`config.mk`:
```
export PLATFORM = sky130hd
export DESIGN_NAME = lwe_op_engine_flat
export DESIGN_NICKNAME = d
export VERILOG_FILES = /design/src/rtl/lwe_op_engine_if.sv /design/src/rtl/lwe_op_engine.sv /design/src/flat_wrapper.sv
export SDC_FILE = /design/constraint.sdc
export NUM_CORES = 2
export LEC_CHECK = 0
export CAP_MARGIN = 20
export CORE_ASPECT_RATIO = 2
export CORE_MARGIN = 1
export CORE_UTILIZATION = 55
export CTS_CLUSTER_SIZE = 30
export DETAILED_ROUTE_END_ITERATION = 10
export MAX_ROUTING_LAYER = met4
export PLACE_DENSITY_LB_ADDON = 0.12
export SYNTH_ARGS = -nofsm -noshare
export SYNTH_HDL_FRONTEND = slang
export SYNTH_SLANG_ARGS = --single-unit
```
`constraint.sdc`:
```
create_clock -name clk -period 17 [get_ports clk]
set_input_delay 1.7 -clock clk [delete_from_list [all_inputs] [get_ports clk]]
set_output_delay 1.7 -clock clk [all_outputs]
set_load 0.01 [all_outputs]
```
`src/rtl/lwe_op_engine_if.sv`:
```
// rtl/lwe_op_engine_if.sv - controller-side bundle for the LWE operation engine
interface lwe_op_engine_if #(
    parameter int PLAINTEXT_WIDTH  = 6,
    parameter int CIPHERTEXT_WIDTH = 10,
    parameter int DIMENSION        = 10,
    parameter int BIG_N            = 30
);
    localparam int CTW  = (DIMENSION + 1) * CIPHERTEXT_WIDTH;
    localparam int IDXW = (BIG_N > 1) ? $clog2(BIG_N) : 1;

    logic                              start;
    logic [1:0]                        op;
    logic [PLAINTEXT_WIDTH-1:0]        plaintext;
    logic [BIG_N-1:0]                  noise_select;
    logic [CTW-1:0]                    ct_a_in;
    logic [CTW-1:0]                    ct_b_in;
    logic [DIMENSION*CIPHERTEXT_WIDTH-1:0] secret_key;
    logic                              row_req;
    logic [IDXW-1:0]                   row_idx;
    logic                              row_valid;
    logic [CTW-1:0]                    row_data;
    logic                              busy;
    logic                              done;
    logic [CTW-1:0]                    ct_out;
    logic [PLAINTEXT_WIDTH-1:0]        pt_out;

    modport master (
        output start, op, plaintext, noise_select, ct_a_in, ct_b_in, secret_key,
        output row_valid, row_data,
        input  row_req, row_idx, busy, done, ct_out, pt_out
    );

    modport slave (
        input  start, op, plaintext, noise_select, ct_a_in, ct_b_in, secret_key,
        input  row_valid, row_data,
        output row_req, row_idx, busy, done, ct_out, pt_out
    );
endinterface

```
`src/rtl/lwe_op_engine.sv`:
```
// rtl/lwe_op_engine.sv - sequential LWE engine for encrypt, decrypt and homomorphic add
module lwe_op_engine #(
    parameter int PLAINTEXT_MODULUS  = 64,
    parameter int PLAINTEXT_WIDTH    = 6,
    parameter int CIPHERTEXT_MODULUS = 1024,
    parameter int CIPHERTEXT_WIDTH   = 10,
    parameter int DIMENSION          = 10,
    parameter int BIG_N              = 30,
    parameter int LANES              = 2
) (
    input  logic           clk,
    input  logic           rst,
    lwe_op_engine_if.slave bus
);
    localparam int PW    = PLAINTEXT_WIDTH;
    localparam int CW    = CIPHERTEXT_WIDTH;
    localparam int N     = DIMENSION;
    localparam int CTW   = (N + 1) * CW;
    localparam int IDXW  = (BIG_N > 1) ? $clog2(BIG_N) : 1;
    localparam int MBW   = $clog2(N + LANES + 1);
    localparam int SHIFT = CW - PW;
    localparam logic [CW-1:0]   HALF     = CW'(CIPHERTEXT_MODULUS / (2 * PLAINTEXT_MODULUS));
    localparam logic [IDXW-1:0] LAST_IDX = IDXW'(BIG_N - 1);

    typedef enum logic [2:0] {
        S_IDLE, S_ENC_SCAN, S_ENC_FIN, S_DEC_MAC, S_DEC_FIN, S_ADD, S_DONE
    } state_t;

    state_t          state;
    logic [PW-1:0]   pt_q;
    logic [BIG_N-1:0] nsel_q;
    logic [CTW-1:0]  ct_a_q;
    logic [CTW-1:0]  ct_b_q;
    logic [CTW-1:0]  acc_q;
    logic [CW-1:0]   dot_q;
    logic [MBW-1:0]  mac_base;
    logic            row_req_q;
    logic [IDXW-1:0] row_idx_q;
    logic            busy_q;
    logic            done_q;
    logic [CTW-1:0]  ct_out_q;
    logic [PW-1:0]   pt_out_q;

    logic [CTW-1:0]  acc_plus_row;
    logic [CTW-1:0]  add_sum;
    logic [CTW-1:0]  enc_result;
    logic [CW-1:0]   dot_next;
    logic [2*CW-1:0] prod;
    logic [CW-1:0]   phase;
    logic [CW-1:0]   rounded;
    logic [IDXW-1:0] next_idx;
    logic            mac_last;

    assign bus.row_req = row_req_q;
    assign bus.row_idx = row_idx_q;
    assign bus.busy    = busy_q;
    assign bus.done    = done_q;
    assign bus.ct_out  = ct_out_q;
    assign bus.pt_out  = pt_out_q;

    assign next_idx = row_idx_q + 1'b1;
    assign mac_last = (int'(mac_base) + LANES >= N);

    // Element-wise sums wrap naturally at q because each lane is exactly CW bits.
    always_comb begin
        acc_plus_row = '0;
        add_sum      = '0;
        for (int i = 0; i <= N; i++) begin
            acc_plus_row[i*CW +: CW] = acc_q[i*CW +: CW] + bus.row_data[i*CW +: CW];
            add_sum[i*CW +: CW]      = ct_a_q[i*CW +: CW] + ct_b_q[i*CW +: CW];
        end
        enc_result = acc_q;
        enc_result[N*CW +: CW] = acc_q[N*CW +: CW] + ({{(CW-PW){1'b0}}, pt_q} << SHIFT);
    end

    // Lanes whose index runs past the a-vector contribute nothing on the final pass.
    always_comb begin
        dot_next = dot_q;
        prod     = '0;
        for (int l = 0; l < LANES; l++) begin
            if (int'(mac_base) + l < N) begin
                prod = {{CW{1'b0}}, ct_a_q[(int'(mac_base) + l)*CW +: CW]}
                     * {{CW{1'b0}}, bus.secret_key[(int'(mac_base) + l)*CW +: CW]};
                dot_next = dot_next + CW'(prod);
            end
        end
    end

    assign phase   = ct_a_q[N*CW +: CW] - dot_q;
    assign rounded = phase + HALF;

    always_ff @(posedge clk or posedge rst) begin
        if (rst) begin
            state     <= S_IDLE;
            pt_q      <= '0;
            nsel_q    <= '0;
            ct_a_q    <= '0;
            ct_b_q    <= '0;
            acc_q     <= '0;
            dot_q     <= '0;
            mac_base  <= '0;
            row_req_q <= 1'b0;
            row_idx_q <= '0;
            busy_q    <= 1'b0;
            done_q    <= 1'b0;
            ct_out_q  <= '0;
            pt_out_q  <= '0;
        end else begin
            case (state)
                S_IDLE: begin
                    if (bus.start && bus.op != 2'd3) begin
                        pt_q      <= bus.plaintext;
                        nsel_q    <= bus.noise_select;
                        ct_a_q    <= bus.ct_a_in;
                        ct_b_q    <= bus.ct_b_in;
                        acc_q     <= '0;
                        dot_q     <= '0;
                        mac_base  <= '0;
                        row_idx_q <= '0;
                        busy_q    <= 1'b1;
                        case (bus.op)
                            2'd0: begin
                                row_req_q <= bus.noise_select[0];
                                state     <= S_ENC_SCAN;
                            end
                            2'd1:    state <= S_DEC_MAC;
                            default: state <= S_ADD;
                        endcase
                    end
                end
                S_ENC_SCAN: begin
                    // row_req is pre-loaded for the index being entered, so a row
                    // returned in the same cycle retires without a stall.
                    if (!row_req_q || bus.row_valid) begin
                        if (row_req_q) begin
                            acc_q <= acc_plus_row;
                        end
                        if (row_idx_q == LAST_IDX) begin
                            row_req_q <= 1'b0;
                            row_idx_q <= '0;
                            state     <= S_ENC_FIN;
                        end else begin
                            row_idx_q <= next_idx;
                            row_req_q <= nsel_q[next_idx];
                        end
                    end
                end
                S_ENC_FIN: begin
                    ct_out_q <= enc_result;
                    done_q   <= 1'b1;
                    state    <= S_DONE;
                end
                S_DEC_MAC: begin
                    dot_q    <= dot_next;
                    mac_base <= mac_base + MBW'(LANES);
                    if (mac_last) begin
                        state <= S_DEC_FIN;
                    end
                end
                S_DEC_FIN: begin
                    pt_out_q <= PW'(rounded >> SHIFT);
                    done_q   <= 1'b1;
                    state    <= S_DONE;
                end
                S_ADD: begin
                    ct_out_q <= add_sum;
                    done_q   <= 1'b1;
                    state    <= S_DONE;
                end
                S_DONE: begin
                    done_q <= 1'b0;
                    busy_q <= 1'b0;
                    state  <= S_IDLE;
                end
                default: state <= S_IDLE;
            endcase
        end
    end
endmodule

```
`src/flat_wrapper.sv`:
```
// flat-port wrapper written by rule: the top's interface ports become plain ports
module lwe_op_engine_flat 
#(
    parameter int PLAINTEXT_MODULUS  = 64,
    parameter int PLAINTEXT_WIDTH    = 6,
    parameter int CIPHERTEXT_MODULUS = 1024,
    parameter int CIPHERTEXT_WIDTH   = 10,
    parameter int DIMENSION          = 10,
    parameter int BIG_N              = 30,
    parameter int LANES              = 2
)
  (clk, rst, bus_start, bus_op, bus_plaintext, bus_noise_select, bus_ct_a_in, bus_ct_b_in, bus_secret_key, bus_row_valid, bus_row_data, bus_row_req, bus_row_idx, bus_busy, bus_done, bus_ct_out, bus_pt_out);
  lwe_op_engine_if #(.PLAINTEXT_WIDTH(PLAINTEXT_WIDTH), .CIPHERTEXT_WIDTH(CIPHERTEXT_WIDTH), .DIMENSION(DIMENSION), .BIG_N(BIG_N)) bus_i ();
  input  logic clk;
  input  logic rst;
  input wire logic [$bits(bus_i.start)-1:0] bus_start;
  input wire logic [$bits(bus_i.op)-1:0] bus_op;
  input wire logic [$bits(bus_i.plaintext)-1:0] bus_plaintext;
  input wire logic [$bits(bus_i.noise_select)-1:0] bus_noise_select;
  input wire logic [$bits(bus_i.ct_a_in)-1:0] bus_ct_a_in;
  input wire logic [$bits(bus_i.ct_b_in)-1:0] bus_ct_b_in;
  input wire logic [$bits(bus_i.secret_key)-1:0] bus_secret_key;
  input wire logic [$bits(bus_i.row_valid)-1:0] bus_row_valid;
  input wire logic [$bits(bus_i.row_data)-1:0] bus_row_data;
  output wire logic [$bits(bus_i.row_req)-1:0] bus_row_req;
  output wire logic [$bits(bus_i.row_idx)-1:0] bus_row_idx;
  output wire logic [$bits(bus_i.busy)-1:0] bus_busy;
  output wire logic [$bits(bus_i.done)-1:0] bus_done;
  output wire logic [$bits(bus_i.ct_out)-1:0] bus_ct_out;
  output wire logic [$bits(bus_i.pt_out)-1:0] bus_pt_out;
  assign bus_i.start = bus_start;
  assign bus_i.op = bus_op;
  assign bus_i.plaintext = bus_plaintext;
  assign bus_i.noise_select = bus_noise_select;
  assign bus_i.ct_a_in = bus_ct_a_in;
  assign bus_i.ct_b_in = bus_ct_b_in;
  assign bus_i.secret_key = bus_secret_key;
  assign bus_i.row_valid = bus_row_valid;
  assign bus_i.row_data = bus_row_data;
  assign bus_row_req = bus_i.row_req;
  assign bus_row_idx = bus_i.row_idx;
  assign bus_busy = bus_i.busy;
  assign bus_done = bus_i.done;
  assign bus_ct_out = bus_i.ct_out;
  assign bus_pt_out = bus_i.pt_out;
  lwe_op_engine #(.PLAINTEXT_MODULUS(PLAINTEXT_MODULUS), .PLAINTEXT_WIDTH(PLAINTEXT_WIDTH), .CIPHERTEXT_MODULUS(CIPHERTEXT_MODULUS), .CIPHERTEXT_WIDTH(CIPHERTEXT_WIDTH), .DIMENSION(DIMENSION), .BIG_N(BIG_N), .LANES(LANES)) u_core (.clk(clk), .rst(rst), .bus(bus_i));
endmodule
```
==> out/metrics.json <==
{
  "rsz_0062_raised_after_global_routing": "no",
  "place_worst_setup_slack_ps": 6187,
  "firstDrtPassIters": 6,
  "layout-area-overhead-vs-synth_pct": 22.12,
  "layout_common_cells": "nand2_1, clkdlybuf4s50_1, dfrtp_1",
  "post_cts_hold_buffer_count": 0,
  "yosysSeqAreaShare_pct": 34.65,
  "crit_slowest_cell": "dfrtp_4",
  "clk_pin_slew_ps": 70,
  "outcome": "completed",
  "top_level_ports": 596,
  "worst-path-max-fanout": 54,
  "clk-insertion-delay-late_ps": 630,
  "maxSlewViolCount": 0,
  "setup_total_negative_slack_ps": 0,
  "tritoncts": "done",
  "setup_slack_ps": 6727,
  "setup_viol_count_final": 0,
  "largest_net_degree_at_the_start_of_global_routing": 168,
  "category_of_the_worst_setup_path_launch_point": "flop",
  "gp_congestion": 1.125,
  "synth.avg_cell_area_um2": 9.368,
  "port_buffers": 595,
  "post-cts-setup-buffers": 0,
  "multiInputGateArea_um2": 21720,
  "final_period_demand_of_the_worst_path_ps": 10270,
  "initial_core_utilization_pct": 55.60,
  "rows": 133,
  "ctsRootBufferMaster": "clkbuf_16",
  "area.sequential_um2": 12670,
  "max-cap-violations": 0,
  "mappedNetlistNets": 4740,
  "total_wirelength_of_the_detailed_routed_design_um": 143900,
  "die_y_um": 366.5,
  "synth.ff_latch_count": 506,
  "hold-worst-slack_ps": 473.2,
  "design.core.area_um2": 65730,
  "final_common_cell": "nand2_1",
  "timing.critical_path.to_type": "flop",
  "worst_slew_margin_rel_pct": 19.46,
  "post_cts_resize_count": 0,
  "layout.cell_area.non_filler_um2": 44630,
  "min-delay-path-class": "flop to flop",
  "yosys_warning_total": 0,
  "antenna_violations_before_repair": 18,
  "filler_cell_count": 5383,
  "htreeDepth": 2,
  "via_count_of_the_first_global_routing_pass": 33420,
  "initialDrtViolationCount": 2396,
  "worst-endpoint-arrival_ps": 10790,
  "synth.lib_cells_used.distinct": 85,
  "layout_worst_path_cycle_share_pct": 60.43,
  "dp.final_hpwl_um": 110600,
  "synth_enable_flop_cells": 0,
  "grt_use_total_pct": 44.51,
  "slew_at_the_pin_with_the_worst_max_slew_slack_ps": 1199,
  "criticalPathCategory": "flop to flop",
  "avgViaCountPerCell": 6.069,
  "cts_made_buffers": 47,
  "postSynth.asyncResetShare_pct": 100.0,
  "finalHoldViolations": 0,
  "final_net_count": 5232,
  "detail_route.wl_per_cell_um": 27.03,
  "cp_data_required_time_ps": 17520,
  "placement.cell_area_um2": 42880,
  "floorplan.die_area_um2": 67540,
  "die_w_um": 184.3,
  "clock_tree.buffer_depth": 3,
  "post_synthesis_cell_area_um2": 36550,
  "critical-path-top-cell-by-count": "fa_1",
  "final_worst_clock_skew_ps": 34.97,
  "clkSinkCount": 506,
  "post_drt_antenna_nets": 0,
  "top_reg_cell_synth": "dfrtp_1",
  "grt_pass1_wl_um": 210000,
  "clock.fmax_ghz": 0.09735,
  "critical-path-max-stage-delay_ps": 780,
  "route.detailed.drc": 0,
  "overflow": 0,
  "route.vias.total": 32310,
  "layout-drive-gt1-share_pct": 6.256,
  "postSynthCellCount": 3901
}
## routing by layer
layer	vias up	GRT usage, %	wire [um]
met5	-	-	0
met4	0	36.59	14040
met3	493	10.39	11660
met2	1615	71.13	68870
met1	15870	46.35	49320
li1	14330	-	-
## cell usage after synthesis (81+ instances only)
| cell type | count | share of area, % |
|---|---|---|
| mux4_2 | 81 | 5.0 |
| ha_1 | 283 | 9.7 |
| nor2_1 | 143 | 1.5 |
| mux2i_1 | 99 | 2.7 |
| nand2_1 | 945 | 9.7 |
| a21oi_1 | 217 | 3.0 |
| dfrtp_1 | 506 | 35 |
| xnor2_1 | 214 | 5.1 |
| clkbuf_1 | 131 | 1.3 |
| o21ai_0 | 195 | 2.7 |
| fa_1 | 84 | 4.6 |
| inv_1 | 279 | 2.9 |
| o21bai_1 | 117 | 2.4 |
## cell families after synthesis
| family | Yosys count | synth area share (%) |
|---|---|---|
| xor gates and xnor gates | 241 | 5.930 |
| muxes | 229 | 10.45 |
| AOI/OAI and AO/OA | 832 | 14.70 |
| and+or+nand+nor | 1247 | 13.89 |
| other | 1 | 0.01026 |
| DFF | 506 | 34.65 |
| adders and majority gates | 367 | 14.29 |
| buffers and inverters | 478 | 6.087 |
## cell type report
| cell class | instances | share of cell area, % |
|---|---|---|
| clock buffers | 59 | 2.871 |
| clock inverters | 25 | 0.8747 |
| multi-input cells | 2917 | 48.68 |
| well taps | 877 | 2.459 |
| diodes | 18 | 0.1009 |
| inverters | 282 | 2.389 |
| flip-flops and latches | 506 | 28.39 |
| repair buffers | 639 | 14.24 |
## through the flow
| stage | cells | utilization (%) |
|---|---|---|
| 3_3_place_gp | 5220 | 65.24 |
| 2_1_floorplan | 3901 | - |
| 4_1_cts | 5304 | 67.79 |
| 3_5_place_dp | 5220 | 65.24 |
| 6_report | 5323 | 67.90 |
| 5_1_grt | 5321 | 67.89 |
## worst max-delay path: cells and delay by family (launching register included)
kind,cells,cell delay [ps]
AO/OA/AOI/OAI,5,760
flip-flops,1,780
adder cells (fa/ha/maj),9,4020
XOR/XNOR,9,2120
AND/OR/NAND/NOR,4,550
buffers and inverters,7,1580
multiplexers,1,370
## registers in the layout, summed over array words and instances, names as in the netlist
name and flops:
u_core.bus.pt_out 6, u_core.bus.done 1, u_core.ct_a_q 110, u_core.bus.busy 1, u_core.mac_base 3, u_core.pt_q 6
u_core.bus.row_idx 5, u_core.bus.ct_out 110, u_core.acc_q 110, u_core.bus.row_req 1, u_core.dot_q 10, u_core.state 3
u_core.nsel_q 30, u_core.ct_b_q 110
## path summary, 6_finish.rpt
kind	start	endpoint	slack [ps]	cells past startpoint
hold / removal	u_core.nsel_q[9]$_DFFE_PP0P_	u_core.nsel_q[9]$_DFFE_PP0P_	470	2
max in group asynchronous	rst	u_core.mac_base[1]$_DFFE_PP0P_	12950	4
setup reg to reg	u_core.mac_base[2]$_DFFE_PP0P_	u_core.dot_q[9]$_DFFE_PP0P_	6730	35
min in group asynchronous	rst	u_core.acc_q[68]$_DFFE_PP0P_	1560	2
hold reg to reg	u_core.nsel_q[9]$_DFFE_PP0P_	u_core.nsel_q[9]$_DFFE_PP0P_	470	2
setup / recovery	u_core.mac_base[2]$_DFFE_PP0P_	u_core.dot_q[9]$_DFFE_PP0P_	6730	35
Power is left out: the tool's default activity adds up to more than one toggle a clock period on the data nets, which glitch-free logic cannot reach.
